`src/rtl/relay_pulse_driver_pkg.sv`:
```
// Shared types and sizing helpers for the relay pulse driver.
package relay_pkg;

    typedef enum logic [2:0] {
        IDLE,
        OPERATE,
        HOLD,
        RELEASE,
        GAP
    } drv_state_e;

    function automatic int ms_width(input int n);
        return (n < 1) ? 1 : $clog2(n + 1);
    endfunction

    function automatic int max3(input int a, input int b, input int c);
        int m;
        m = (a > b) ? a : b;
        return (m > c) ? m : c;
    endfunction

endpackage

```
`src/rtl/relay_pulse_driver_if.sv`:
```
// Pulse request handshake between a sequencer client and the driver.
interface relay_pulse_driver_if #(
    parameter int SW = 3
);
    logic          req_valid;
    logic [SW-1:0] req_sel;
    logic          req_ready;

    modport master (
        output req_valid,
        output req_sel,
        input  req_ready
    );

    modport slave (
        input  req_valid,
        input  req_sel,
        output req_ready
    );
endinterface

```
`src/rtl/relay_pulse_driver_ms_timer.sv`:
```
// Millisecond down-counter; expires on a tick while holding 1.
module ms_timer #(
    parameter int CW = 6
) (
    input  logic          clk,
    input  logic          rst,
    input  logic          tick_ms,
    input  logic          load,
    input  logic [CW-1:0] load_val,
    output logic          expire
);

    logic [CW-1:0] r_ctr;

    // A load wins over a coincident tick, so the load cycle is not counted.
    always_ff @(posedge clk) begin
        if (rst) begin
            r_ctr <= '0;
        end else if (load) begin
            r_ctr <= load_val;
        end else if (tick_ms && (r_ctr != '0)) begin
            r_ctr <= r_ctr - 1'b1;
        end
    end

    assign expire = tick_ms && (r_ctr == CW'(1));

endmodule

```
`src/rtl/relay_pulse_driver.sv`:
```
// Sequences one relay pulse: operate check, hold, release check, gap.
module relay_pulse_driver
    import relay_pkg::*;
#(
    parameter int NRELAY  = 8,
    parameter int HOLD_MS = 15,
    parameter int GAP_MS  = 5,
    parameter int TMO_MS  = 50,
    parameter int SW      = $clog2(NRELAY)
) (
    input  logic              clk,
    input  logic              rst,
    input  logic              tick_ms,
    relay_pulse_driver_if.slave req,
    output logic [NRELAY-1:0] pick,
    input  logic [NRELAY-1:0] pulled,
    output logic              busy,
    output logic              done,
    output logic              fault,
    output logic [SW-1:0]     fault_sel
);

    localparam int CW = ms_width(max3(TMO_MS, HOLD_MS, GAP_MS));

    drv_state_e        r_state, w_state;
    logic [SW-1:0]     r_sel, w_sel;
    logic [NRELAY-1:0] r_pick, w_pick;
    logic              r_done, w_done;
    logic              r_fault, w_fault;
    logic [SW-1:0]     r_fsel, w_fsel;
    logic              w_load;
    logic [CW-1:0]     w_load_val;
    logic              w_expire;
    logic              w_accept;
    logic              w_bad;
    logic              w_pulled;

    assign w_accept = req.req_valid && (r_state == IDLE);
    assign w_bad    = {1'b0, req.req_sel} >= (SW + 1)'(NRELAY);
    assign w_pulled = pulled[r_sel];

    ms_timer #(
        .CW(CW)
    ) u_timer (
        .clk      (clk),
        .rst      (rst),
        .tick_ms  (tick_ms),
        .load     (w_load),
        .load_val (w_load_val),
        .expire   (w_expire)
    );

    always_comb begin
        w_state    = r_state;
        w_sel      = r_sel;
        w_pick     = r_pick;
        w_done     = 1'b0;
        w_fault    = 1'b0;
        w_fsel     = r_fsel;
        w_load     = 1'b0;
        w_load_val = '0;
        unique case (r_state)
            IDLE: begin
                if (w_accept && w_bad) begin
                    w_fault = 1'b1;
                    w_done  = 1'b1;
                    w_fsel  = req.req_sel;
                end else if (w_accept) begin
                    w_sel      = req.req_sel;
                    w_pick     = NRELAY'(1) << req.req_sel;
                    w_load     = 1'b1;
                    w_load_val = CW'(TMO_MS);
                    w_state    = OPERATE;
                end
            end
            OPERATE: begin
                if (w_pulled) begin
                    w_load     = 1'b1;
                    w_load_val = CW'(HOLD_MS);
                    w_state    = HOLD;
                end else if (w_expire) begin
                    w_fault    = 1'b1;
                    w_fsel     = r_sel;
                    w_pick     = '0;
                    w_load     = 1'b1;
                    w_load_val = CW'(TMO_MS);
                    w_state    = RELEASE;
                end
            end
            HOLD: begin
                if (!w_pulled || w_expire) begin
                    w_fault    = !w_pulled;
                    w_fsel     = w_pulled ? r_fsel : r_sel;
                    w_pick     = '0;
                    w_load     = 1'b1;
                    w_load_val = CW'(TMO_MS);
                    w_state    = RELEASE;
                end
            end
            RELEASE: begin
                // A release seen on the timeout tick still counts as clean.
                if (!w_pulled || w_expire) begin
                    w_fault    = w_pulled;
                    w_fsel     = w_pulled ? r_sel : r_fsel;
                    w_load     = 1'b1;
                    w_load_val = CW'(GAP_MS);
                    w_state    = GAP;
                end
            end
            GAP: begin
                if (w_expire) begin
                    w_done  = 1'b1;
                    w_state = IDLE;
                end
            end
            default: begin
                w_pick  = '0;
                w_state = IDLE;
            end
        endcase
    end

    always_ff @(posedge clk) begin
        if (rst) begin
            r_state <= IDLE;
            r_sel   <= '0;
            r_pick  <= '0;
            r_done  <= 1'b0;
            r_fault <= 1'b0;
            r_fsel  <= '0;
        end else begin
            r_state <= w_state;
            r_sel   <= w_sel;
            r_pick  <= w_pick;
            r_done  <= w_done;
            r_fault <= w_fault;
            r_fsel  <= w_fsel;
        end
    end

    assign req.req_ready = (r_state == IDLE);
    assign busy          = (r_state != IDLE);
    assign pick          = r_pick;
    assign done          = r_done;
    assign fault         = r_fault;
    assign fault_sel     = r_fsel;

endmodule

```
`src/flat_wrapper.sv`:
```
// flat-port wrapper written by rule: the top's interface ports become plain ports
module relay_pulse_driver_flat import relay_pkg::*;
#(
    parameter int NRELAY  = 8,
    parameter int HOLD_MS = 15,
    parameter int GAP_MS  = 5,
    parameter int TMO_MS  = 50,
    parameter int SW      = $clog2(NRELAY)
)
  (clk, rst, tick_ms, pick, pulled, busy, done, fault, fault_sel, req_req_valid, req_req_sel, req_req_ready);
  relay_pulse_driver_if #(.SW(SW)) req_i ();
  input  logic clk;
  input  logic rst;
  input  logic tick_ms;
  output logic [NRELAY-1:0] pick;
  input  logic [NRELAY-1:0] pulled;
  output logic busy;
  output logic done;
  output logic fault;
  output logic [SW-1:0] fault_sel;
  input wire logic [$bits(req_i.req_valid)-1:0] req_req_valid;
  input wire logic [$bits(req_i.req_sel)-1:0] req_req_sel;
  output wire logic [$bits(req_i.req_ready)-1:0] req_req_ready;
  assign req_i.req_valid = req_req_valid;
  assign req_i.req_sel = req_req_sel;
  assign req_req_ready = req_i.req_ready;
  relay_pulse_driver #(.NRELAY(NRELAY), .HOLD_MS(HOLD_MS), .GAP_MS(GAP_MS), .TMO_MS(TMO_MS), .SW(SW)) u_core (.clk(clk), .rst(rst), .tick_ms(tick_ms), .req(req_i), .pick(pick), .pulled(pulled), .busy(busy), .done(done), .fault(fault), .fault_sel(fault_sel));
endmodule
```
`config.mk`:
```
export PLATFORM = sky130hd
export DESIGN_NAME = relay_pulse_driver_flat
export DESIGN_NICKNAME = d
export VERILOG_FILES = /design/src/rtl/relay_pulse_driver_pkg.sv /design/src/rtl/relay_pulse_driver_if.sv /design/src/rtl/relay_pulse_driver_ms_timer.sv /design/src/rtl/relay_pulse_driver.sv /design/src/flat_wrapper.sv
export SDC_FILE = /design/constraint.sdc
export NUM_CORES = 1
export LEC_CHECK = 0
export CAP_MARGIN = 20
export CELL_PAD_IN_SITES_DETAIL_PLACEMENT = 1
export CELL_PAD_IN_SITES_GLOBAL_PLACEMENT = 2
export CORE_MARGIN = 2
export CORE_UTILIZATION = 32
export CTS_BUF_LIST = sky130_fd_sc_hd__clkbuf_4 sky130_fd_sc_hd__clkbuf_8
export CTS_CLUSTER_DIAMETER = 30
export DETAILED_ROUTE_END_ITERATION = 8
export PLACE_DENSITY = 0.83
export RECOVER_POWER = 50
export SLEW_MARGIN = 5
export SYNTH_ARGS = -nofsm -noshare
export SYNTH_HDL_FRONTEND = slang
export SYNTH_SLANG_ARGS = --single-unit
```
`constraint.sdc`:
```
create_clock -name clk -period 3 [get_ports clk]
set_input_delay 0.6 -clock clk [delete_from_list [all_inputs] [get_ports clk]]
set_output_delay 0.6 -clock clk [all_outputs]
set_load 0.01 [all_outputs]
```
# Word-level counts from Yosys, hierarchy flattened

Index checks and enable logic that the tools add are counted.

Output and inout port bits: 15
Input port bits: 15
Word-level logic and storage cells: 81
Register bits: 25

Add/subtract/negate cells: 1
Multiplexer cells: 38
Eq/ne operators: 14
$lt $le $gt $ge: 1
Reduce and logical (&&, ||, !) cells: 17
Bitwise logic cells: 2
Shift operators: 1

Operators by type and width:

| kind                                                                         | number |
|---|---|
| 3-bit 2-to-1 mux                                                             | 13 |
| 6-bit 2-to-1 mux                                                             | 6 |
| 8-bit 2-to-1 mux                                                             | 4 |
| 8-bit case mux with 4 select lines                                           | 1 |
| 6-bit case mux with 4 select lines                                           | 1 |
| 3-bit case mux with 5 select lines                                           | 1 |
| 2-bit by 1-bit != test with 1-bit output, second input constant              | 6 |
| 5-bit AND reduction                                                          | 2 |
| 3-bit case mux with 3 select lines                                           | 1 |
| 1-bit 2-to-1 mux                                                             | 8 |
| 1-bit by 3-bit << shifter with 8-bit output, first input constant            | 1 |
| 7-bit AND reduction                                                          | 1 |
| 3-bit by 2-bit equality test with 1-bit output, second input constant        | 2 |
| 6-bit by 1-bit equality test with 1-bit output, second input constant        | 1 |
| 1-bit case mux with 3 select lines                                           | 2 |
| 3-bit nonzero test                                                           | 2 |
| 6-bit nonzero test                                                           | 1 |
| 2-bit OR reduction                                                           | 3 |
| 6-bit by 1-bit subtractor with 6-bit output, second input constant           | 1 |
| 3-bit by 4-bit less-than comparator with 1-bit output, second input constant | 1 |
| 2-bit != test, second input constant                                         | 2 |
| 1-bit binary-select mux with 3-bit select                                    | 1 |
| 3-bit by 1-bit equality test with 1-bit output, second input constant        | 1 |
| 3-bit equality test, second input constant                                   | 1 |
| other kinds (8)                                                              | 11 |

# Logic depth before layout (Yosys ltp)

Depth in word-level cells: 7
Mapped depth: 8
Gate-level depth less buffers: 7

# Modules after synthesis

Synthesis repeated with hierarchy kept, for this count alone.

Cell total of the unflattened synthesis: 172
Area, all modules: 1,536.5 um^2

Modules (own cells, without submodules):

| module             | sequential area each (um^2) | cells each | times used | area each (um^2) |
|---|---|---|---|---|
| relay_pulse_driver | 380.4                       | 122        | 1          | 1,103.6 |
| ms_timer           | 120.1                       | 50         | 1          | 432.9 |

# Least setup slack after synthesis

No wires, ideal clock.

Path kind: in2reg
Start: in pulled[5]
End: reg u_core.u_timer.r_ctr[5]
Required time: 2,914 ps
Arrival: 2,213 ps
Buffers on the path: 1
Setup slack: 701 ps
Stages on the path: 6
Library setup time: 86 ps
Cell sequence: mux4_1 mux2_2 buf_6 mux2_4 a22o_1 a221oi_2

Cells in the longest elaborated chain, start to end: 7
Elaborated cells on any way between the ends: 12
Those cells by class: mux (9); reduce/logical (3)

RTL lines:

| what                                                                                     | line                                                | text |
|---|---|---|
| from (decl)                                                                              | flat_wrapper.sv:16                                  | `input logic [NRELAY-1:0] pulled;` |
| 1-bit binary-select mux with 3-bit select (*)                                            | relay_pulse_driver.sv:40                            | `assign w_pulled = pulled[r_sel];` |
| 1-bit 2-to-1 mux (not written as such) (*)                                               | relay_pulse_driver.sv:40                            |  |
| 1-bit zero test                                                                          | relay_pulse_driver.sv:91, relay_pulse_driver.sv:102 |  |
| 1-bit logical OR                                                                         | relay_pulse_driver.sv:91, relay_pulse_driver.sv:102 |  |
| 6-bit 2-to-1 mux or 1-bit 2-to-1 mux (tied branches)                                     | relay_pulse_driver.sv:91, relay_pulse_driver.sv:102 |  |
| 6-bit case mux with 4 select lines or 1-bit case mux with 3 select lines (tied branches) | relay_pulse_driver.sv:62                            | `unique case (r_state)` |
| 6-bit 2-to-1 mux or 2-bit nonzero test (tied branches)                                   | n/a                                                 |  |
| to (signal assigned)                                                                     | relay_pulse_driver_ms_timer.sv:20                   | `r_ctr <= load_val;` |
| to (signal assigned)                                                                     | relay_pulse_driver_ms_timer.sv:22                   | `r_ctr <= r_ctr - 1'b1;` |
| to (decl)                                                                                | relay_pulse_driver_ms_timer.sv:13                   | `logic [CW-1:0] r_ctr;` |

Mark *: on every way between the ends. The rest lies on a longest branch, timed or not. The select of a mux whose other input is x is not followed.
A chain may end at the register's enable or synchronous reset.

# Worst setup path after layout

Start: in pulled[5]
End: reg u_core.r_fault, in the netlist u_core.fault

Cells in the longest elaborated chain, start to end: 6
Elaborated cells on any way between the ends: 8
Those cells by class: mux (6); reduce/logical (2)

RTL lines:

| what                                          | line                                                                          | text |
|---|---|---|
| 1-bit binary-select mux with 3-bit select (*) | relay_pulse_driver.sv:40                                                      |  |
| 1-bit 2-to-1 mux (not written as such) (*)    | relay_pulse_driver.sv:40                                                      |  |
| 1-bit zero test                               | relay_pulse_driver.sv:91, relay_pulse_driver.sv:92, relay_pulse_driver.sv:102 |  |
| 1-bit logical OR                              | relay_pulse_driver.sv:91, relay_pulse_driver.sv:102                           |  |
| 1-bit 2-to-1 mux, on equally long branches    | relay_pulse_driver.sv:102, relay_pulse_driver.sv:91                           |  |
| 1-bit case mux with 3 select lines (*)        | relay_pulse_driver.sv:62                                                      |  |
| to (signal assigned)                          | relay_pulse_driver.sv:136                                                     | `r_fault <= w_fault;` |
| to (decl)                                     | relay_pulse_driver.sv:29                                                      | `logic r_fault, w_fault;` |

Marked as above.

==> flow_summary_export.csv <==
group,metric,value,unit
critical_path,crit_path_max_incr_delay,0.49,ns
routing,drc,0,
logic_synthesis,avgSynthCellArea,8.389,um2
finish,syn2layout_area_growth,26.12,%
routing,routedWlPerCell,16.64,um
floorplanning,dieArea,0.005645,mm2
power,power.density,768.2,mW/mm2
timing,final-setup-viol-count,0,
critical_path,cp-start-kind,"primary input",
global_route,grt_max_degree,18,
floorplanning,ioPinCount,30,
run_status,run_status,"finished clean",
logic_synthesis,syn_area,0.001619,mm2
power,p_sw,710.7,uW
clocking,cts_sinks,25,
timing,fin_tns_setup,0,ns
clocking,cts_setup_buffers,0,
global_route,use_met2,33.63,%
timing,clock.fmax,366.5,MHz
timing,whs,0.4716,ns
timing,max_slew_margin,57.87,%
logic_synthesis,synth_async_sr_flop_share,0,%
floorplanning,die_x,75.13,um
finish,num_antenna_cells,0,
power,comb_power_share,54.8,%
routing,vias,1606,
logic_synthesis,syn_nets,212,
logic_synthesis,yosysWarnings,0,
logic_synthesis,synth_edf_count,0,
timing,finalCriticalPeriod,2.728,ns
global_route,grt_first_pass_wirelength,8148,um
routing,viasPerCell,5.538,
clocking,clockBufferDepth,2,
floorplanning,core_area,0.004786,mm2
power,p_clk_share,14.2,%
timing,clock_skew,0.006021,ns
placed_design,hpwl,3690,um
placed_design,placed_area,0.001997,mm2
critical_path,worstPathMaxFanout,10,
global_route,antenna_found_initial,0,
timing,rsz0062_at_grt,"false",
logic_synthesis,synth_cells,193,
routing,ant_nets,0,
critical_path,crit_path_top_delay_cell,"mux4_1",
finish,drive_above_1_share,7.175,%
global_route,grt_most_used_layer,"met2",
finish,fill_cells,586,
power,p_seq_share,31.0,%
critical_path,regToRegSetupSlack,0.51,ns
placed_design,portBuffers,29,
finish,multi_input_comb_area,0.001036,mm2
global_route,grtUsageTotal,18.80,%
global_route,grt_pass1_vias,1655,
critical_path,crit_type,"in2reg",
clocking,htreeDepth,1,
logic_synthesis,ys_ff_latch,25,
global_route,gr-total-overflow,0,
critical_path,critical_path.cell_chain,"clkdlybuf4s50_1, mux4_1, mux2_2, inv_1, ha_1, a41oi_1, a2111oi_0",
power,irDropWorstVdd,0.0002498,V
power,p_int,857.9,uW
clocking,path_clk_slew,0.10,ns
routing,drt-pass1-iter-count,4,
global_route,use_met1,24.12,%
logic_synthesis,seq_area_frac_synth,30.91,%
logic_synthesis,synth_flop_cell,"dfxtp_1",
critical_path,required,3.14,ns
clocking,numCtsBuffers,3,
critical_path,worstSetupEndpointType,"flop",
power,p_leak,0.7714,nW
placed_design,routabilityCongestion,0.8959,
timing,drv_slew,0,
timing,hold_viol_final,0,
finish,layout.area.seq,500.5,um2
clocking,cts_root_buf,"clkbuf_8",
run,timing.max_cap.violations,0,
floorplanning,die_y,75.13,um
clocking,hold_buffers,0,
logic_synthesis,synth_cell_types,51,
floorplanning,initial_utilization,33.83,%
finish,nNetsFinal,243,
clocking,clk-insertion-delay-late,0.28,ns
finish,final_area,0.002042,mm2
floorplanning,rows,25,
clocking,cts_tree,"yes",
global_route,use_met3,2.142,%
timing,min_period_over_period,90.95,%
power,switching_share,45.31,%
routing,drt_wl_total,4825,um
min_path,hold_class,"reg2reg",
clocking,cts_resized,0,
critical_path,critical_path_arrival,2.87,ns
timing,worst_pin_slew,0.6262,ns
routing,initialDrtViolationCount,41,
## flip-flops by register name, indices dropped and copies added, names as in the netlist
register,count
u_core.done,1
u_core.r_state,3
u_core.r_sel,3
u_core.pick,8
u_core.fault,1
u_core.u_timer.r_ctr,6
u_core.fault_sel,3
## synthesized netlist by cell type (2+ instances only)
master      n  area [um2]
a21oi_1    16       80.08
nand3_1    12       60.06
clkbuf_1    8       30.03
mux2i_1     6       60.06
nor4_1      3       18.77
nand2b_1    8       50.05
ha_1        4       50.05
or3_1       3       18.77
mux4_1      2       52.55
nor3_1      6       30.03
nor2_1     18       67.56
a211oi_1    6       45.04
dfxtp_1    25       500.5
nor3b_1     3       22.52
o21a_1      3       22.52
nand2_1    11       41.29
o21ai_0     6       30.03
inv_1       8       30.03
o41ai_1     3       26.28
nor3_4      2       32.53
o22ai_1     2       12.51
nand4b_1    5       43.79
o31ai_1     3       22.52
and2_1      2       12.51
a2111oi_0   2       17.52
## power by group through the flow
| stage | Combinational, mW | Sequential (mW) | Clock (mW) |
|---|---|---|---|
| finish | 0.860 | 0.486 | 0.222 |
| global route | 0.963 | 0.500 | 0.242 |
| CTS | 0.870 | 0.485 | 0.230 |
| detailed placement | 0.860 | 0.493 | 0 |
| global placement | 0.843 | 0.482 | 0 |
| floorplan | 0.632 | 0.458 | 0 |
## stage by stage
step	worst slack [ns]	total power, mW	util, %	cells
floorplan	0.7008	1.091	-	193
global placement	0.1002	1.326	41.73	286
detailed placement	-0.02004	1.354	41.73	286
CTS	0.2140	1.584	42.75	290
global route	0.09726	1.704	42.67	290
finish	0.2716	1.569	42.67	290
## cells in the final DEF (no fill, tap or decap), types with 3 or more instances in the layout
cell	n
a211oi_1	6
nor2_1	18
o21ai_0	6
clkdlybuf4s50_1	15
ha_1	4
mux2i_1	6
nand2_1	11
o31ai_1	3
or3_1	3
nand4b_1	5
nor3b_1	3
nand2b_1	8
o41ai_1	3
nor3_1	6
buf_4	6
inv_1	8
a21oi_1	16
dlygate4sd3_1	14
o21a_1	3
nor4_1	3
nand3_1	12
dfxtp_1	25
clkbuf_8	3
## worst paths after layout
check                   end  cells after the start            start
min reg2reg  u_core.pick[2]                      2   u_core.pick[2]
max            u_core.fault                      7        pulled[5]
min          u_core.pick[2]                      2   u_core.pick[2]
max reg2reg    u_core.fault                      6  u_core.r_sel[0]
## cell type report
| type | count | share of cell area (%) |
|---|---|---|
| inverters | 9 | 1.654 |
| repair buffers | 36 | 16.61 |
| flip-flops and latches | 25 | 24.51 |
| multi-input cells | 149 | 50.74 |
| well taps | 67 | 4.105 |
| clock buffers | 4 | 2.390 |
## layer usage
| metal | up-vias | part of all wire (%) |
|---|---|---|
| li1 | 784 | - |
| met1 | 776 | 46 |
| met2 | 41 | 49 |
| met3 | 5 | 3.6 |
| met4 | 0 | 1.1 |
| met5 | - | 0 |
## critical path, delay by kind of cell
kind	cells	cell delay (ns)
muxes	2	0.88
buffers and inverters	2	0.66
adders and majority gates	1	0.19
AOI/OAI and AO/OA	2	0.54
## logic make-up (layout without fill, tap and decap cells)
group / Yosys count / in the layout / share of synthesized area [%]
AND/OR/NAND/NOR: 80 / 80 / 27.59
AO/OA/AOI/OAI: 53 / 53 / 23.57
flip-flops: 25 / 25 / 30.91
buffers and inverters: 19 / 49 / 5.101
multiplexers: 10 / 10 / 8.578
adder cells (fa/ha/maj): 5 / 5 / 3.710
XOR/XNOR: 1 / 1 / 0.5411
(Power assumes the default switching activity.)
==> variant 1 (same flow settings) <==
Make the reset (`rst`) asynchronous in 2 clocked blocks.
--- a/src/rtl/relay_pulse_driver_ms_timer.sv
+++ b/src/rtl/relay_pulse_driver_ms_timer.sv
@@ -14,5 +14,5 @@
 
     // A load wins over a coincident tick, so the load cycle is not counted.
-    always_ff @(posedge clk) begin
+    always_ff @(posedge clk or posedge rst) begin
         if (rst) begin
             r_ctr <= '0;
--- a/src/rtl/relay_pulse_driver.sv
+++ b/src/rtl/relay_pulse_driver.sv
@@ -121,5 +121,5 @@
     end
 
-    always_ff @(posedge clk) begin
+    always_ff @(posedge clk or posedge rst) begin
         if (rst) begin
             r_state <= IDLE;
Formal check against the unedited RTL: differs if rst is asserted again (counterexample within 4 cycles, from zero or initial values and one cycle with rst high); with rst held inactive, the same outputs for 10 cycles.
==> variant 1 against the unedited design <==
Sequential share of layout area up 7.9 points. Sequential cell count unchanged. Wire length down 16%. Setup slack better by 0.14 ns. Area after synthesis down 5.1%. Hold slack better by 0.024 ns. Sequential power up 33%. Global-route usage down 2.7 points. Clock skew down 0.0028 ns. Cell area down 5.5%. Total power up 28%. Register-to-register slack better by 0.25 ns. Critical endpoint is now req_req_ready.
==> variant 1: results (changes against the unedited design) <==
| Metric | Value |
|---|---|
| Status | finished clean |
| Metal-1 WL | 1680 um (-24%) |
| Grt met2 use | 0.308 (-0.0279) |
| Worst hold slack | 0.496 ns (+0.0242 ns) |
| Top cells by area, synth | dfrtp_1 (41%), mux2_2 (7.3%), ha_1 (3.3%) |
| DR iter-0 viols | 30 (-27%) |
| Synth Area in Compound Gates | 0.191 (-0.0451) |
| Critical path fanouts, max | 12 (+2) |
| Pleak | 0.823 nW (+6.7%) |
| Mux share of post-synthesis cell area | 0.143 (+0.0567) |
| Number of vias per cell | 5.40 (-2.5%) |
| Layout cells sized above 1 | 0.161 (+0.0894) |
| Placed wire-length estimate | 3210 um (-13%) |
| R2r startpoint | u_core.u_timer.r_ctr[2] |
| Mapped Cells | 150 (-22%) |
| Post-synthesis adder-cell area fraction | 0.0326 (-0.00452) |
| Top cells by count, synth | dfrtp_1 (25), nor2_1 (13), nand2_1 (12) |
| All-Layer GR Usage | 0.161 (-0.0267) |
| HP Start | u_core.pick[6] |
| Worst hold endpoint | u_core.pick[6] |
| Clock skew | 0.00317 ns (-0.00285 ns) |
| XOR/XNOR Fraction of Synth Area | 0.0114 (+0.00599) |
| Met3 usage | 0.0288 (+0.00739) |
| First-pass GRT wire length | 6780 um (-17%) |
| R2r endpoint | u_core.fault_sel[1] |
| Least-Margin Pin Slew | 1.38 ns (+0.752 ns) |
| WHS Path Cells | 1 (-1) |
| GP Congestion | 0.838 (-6.5%) |
| Main synth FF type | dfrtp_1 |
| Placed cell count | 230 (-20%) |
| Setup slack, reg-to-reg | 0.76 ns (+0.25 ns) |
| Register area share after synthesis | 0.407 (+0.0980) |
| Syn nets | 169 (-20%) |
| GR Layer Usage met1 | 0.188 (-0.0530) |
| Worst vdd ir | 355 uV (+42%) |
| Pre-CTS setup slack | 0.320 ns (+0.340 ns) |
| Sw frac | 0.443 (-0.00988) |
==> variant 1: cell count changes in the layout (fill, tap and decap cells not counted), sizes merged, moves of 7 or more <==
| cell | unedited run | this run |
|---|---|---|
| a21oi | 16 | 5 |
| dfrtp | 0 | 25 |
| dfxtp | 25 | 0 |
| mux2 | 2 | 14 |
| nand3 | 12 | 5 |
==> variant 1: worst max-delay path, stage by stage, from the launching register on <==
cell and delay [ns]:
dfrtp_1 0.53, nor3_1 0.55, clkdlybuf4s50_1 0.65
==> variant 1: worst max-delay path by stage <==
stage,from,end,slack (ns),cells past startpoint
global placement,pulled[5],u_core.u_timer.r_ctr[3],0.41,7
detailed placement,pulled[4],u_core.pick[4],0.32,7
finish,u_core.r_state[0],req_req_ready,0.41,2
global route,u_core.r_state[0],req_req_ready,0.38,2
floorplan,pulled[4],u_core.fault_sel[0],0.96,6
CTS,u_core.r_state[0],req_req_ready,0.43,2
==> variant 1: power groups by stage <==
stage          Clock, mW  Combinational, mW  Sequential [mW]
3_5_place_dp           0               1.19            0.655
6_report           0.204               1.16            0.647
2_1_floorplan          0              0.874            0.588
5_1_grt            0.230               1.29            0.671
4_1_cts            0.217               1.19            0.648
3_3_place_gp           0               1.13            0.638
==> variant 1: cells by family (layout without fill, tap and decap cells) <==
| kind of cell | after synthesis | in the layout |
|---|---|---|
| buf+inv | 13 | 43 |
| simple gates | 52 | 52 |
| mux | 19 | 19 |
| compound gates | 35 | 35 |
| flops | 25 | 25 |
| fa+ha+maj | 4 | 4 |
| xor+xnor | 2 | 2 |
==> variant 1: cell type report <==
type,count,area (um2)
Fill cell,543,2730
Multi-Input combinational cell,112,861
Sequential cell,25,626
Timing Repair Buffer,30,294
Tap cell,54,67.6
Clock buffer,3,41.3
Inverter,9,33.8
Clock inverter,1,7.51
==> variant 2 (same flow settings) <==
Without the edit above. `NRELAY` is set to 8 in 2 places; all go to 4.
--- a/src/rtl/relay_pulse_driver.sv
+++ b/src/rtl/relay_pulse_driver.sv
@@ -3,5 +3,5 @@
     import relay_pkg::*;
 #(
-    parameter int NRELAY  = 8,
+    parameter int NRELAY  = 4,
     parameter int HOLD_MS = 15,
     parameter int GAP_MS  = 5,
--- a/src/flat_wrapper.sv
+++ b/src/flat_wrapper.sv
@@ -2,5 +2,5 @@
 module relay_pulse_driver_flat import relay_pkg::*;
 #(
-    parameter int NRELAY  = 8,
+    parameter int NRELAY  = 4,
     parameter int HOLD_MS = 15,
     parameter int GAP_MS  = 5,
Ports: changed (resized fault_sel, pick, pulled and req_req_sel); port bits go from 30 to 20. No check against the original RTL was run, so the function may have changed too.
==> variant 2 against the unedited design <==
Combinational power decreased by 47%. Fmax increased by 1.7%. Total power decreased by 36%. Die area decreased by 22%. Sequential cell count decreased by 6. Via count decreased by 25%. First-iteration DRC count increased by 51%. Wire length decreased by 27%. Setup slack improved by 0.046 ns. Area after synthesis decreased by 23%. Cell area decreased by 26%. Sequential share of layout area increased by 0.66 points.
==> variant 2: results (changes against the unedited design) <==
| Metric | Value |
|---|---|
| Status | finished clean |
| Worst path arrival time | 2.08 ns (-0.79 ns) |
| First-pass GRT wire length | 5930 um (-27%) |
| Pleak | 0.583 nW (-24%) |
| N_diodes | 0 (unchanged) |
| Fin nets | 189 (-22%) |
| Placed wire-length estimate | 2730 um (-26%) |
| Number of vias per cell | 5.43 (-2.0%) |
| Clock skew | 0.00435 ns (-0.00167 ns) |
| Vias in the first global route | 1246 (-25%) |
| Worst skew pair latency | 0.26 ns (-0.02 ns) |
| Max reg flops | 6 (-2) |
| PortBufs | 19 (-34%) |
| Filler cells | 475 (-19%) |
| Layout cells sized above 1 | 0.0862 (+0.0145) |
| Register area share after synthesis | 0.307 (-0.00205) |
| Clock Pin Slew Worst Setup and Hold Paths | 0.08 ns (-0.02 ns) |
| Largest net degree at the start of global routing | 19 (+1) |
| All-Layer GR Usage | 0.177 (-0.0106) |
| Routed length per instance | 15.8 um (-5.1%) |
| GP Congestion | 0.841 (-6.2%) |
| Top cells by area, synth | dfxtp_1 (31%), a21oi_1 (6.5%), nor2_1 (5.5%) |
| Cell variety after synth | 42 (-18%) |
| Top cells by count, synth | dfxtp_1 (19), nor2_1 (18), a21oi_1 (16) |
| DR iter-0 viols | 62 (+51%) |
| Worst vdd ir | 254 uV (+1.6%) |
[variant 2: cell families (layout without fill, tap and decap cells)]
group	Yosys count	count (layout)	share of synthesized area
and+or+nand+nor	66	66	0.278
AOI/OAI and AO/OA	46	46	0.266
DFF	19	19	0.307
buffers and inverters	18	35	0.0667
adders and majority gates	4	4	0.0404
muxes	4	4	0.0424
[variant 2: where the power goes]
part	internal, mW	switching [mW]	total (mW)
Clock	0.104	0.0927	0.196
Sequential	0.293	0.0542	0.347
Combinational	0.187	0.271	0.459
Total	0.584	0.418	1.00
[variant 2: layout make-up]
| class | count | share of cell area |
|---|---|---|
| multi-input combinational | 120 | 0.513 |
| timing repair buffer | 22 | 0.141 |
| tap | 48 | 0.0397 |
| clock buffer | 4 | 0.0323 |
| inverter | 9 | 0.0224 |
| sequential | 19 | 0.252 |
[variant 2: routing by layer]
layer,vias to the layer above,GRT usage,share of wire
li1,606,-,-
met1,580,0.228,0.47
met2,15,0.291,0.50
met3,4,0.0324,0.024
met4,0,0.0714,0.0097
met5,-,0,0
[variant 2: through the flow]
| step | util | hold slack, ns | setup slack [ns] | instances | cell area [um2] |
|---|---|---|---|---|---|
| finish | 0.410 | 0.470 | 0.318 | 222 | 1510 |
| global route | 0.410 | 0.497 | 0.115 | 222 | 1510 |
| CTS | 0.410 | 0.476 | 0.264 | 222 | 1510 |
| floorplan | - | 0.454 | 0.943 | 157 | 1240 |
| global placement | 0.397 | 0.455 | 0.271 | 218 | 1460 |
| detailed placement | 0.397 | 0.464 | 0.272 | 218 | 1460 |
[variant 2: path summary, 6_finish.rpt]
check / from / cells past startpoint / to / slack (ns)
max: u_core.r_state[0] / 3 / busy / 0.32
min: u_core.pick[3] / 2 / u_core.pick[3] / 0.47
max reg2reg: u_core.r_sel[0] / 5 / u_core.u_timer.r_ctr[3] / 0.84
min reg2reg: u_core.pick[3] / 2 / u_core.pick[3] / 0.47
[variant 2: critical path: stages (launching register included)]
cell             delay [ns]
dfxtp_1                0.43
nor3_1                 0.62
inv_1                  0.23
clkdlybuf4s50_1        0.53
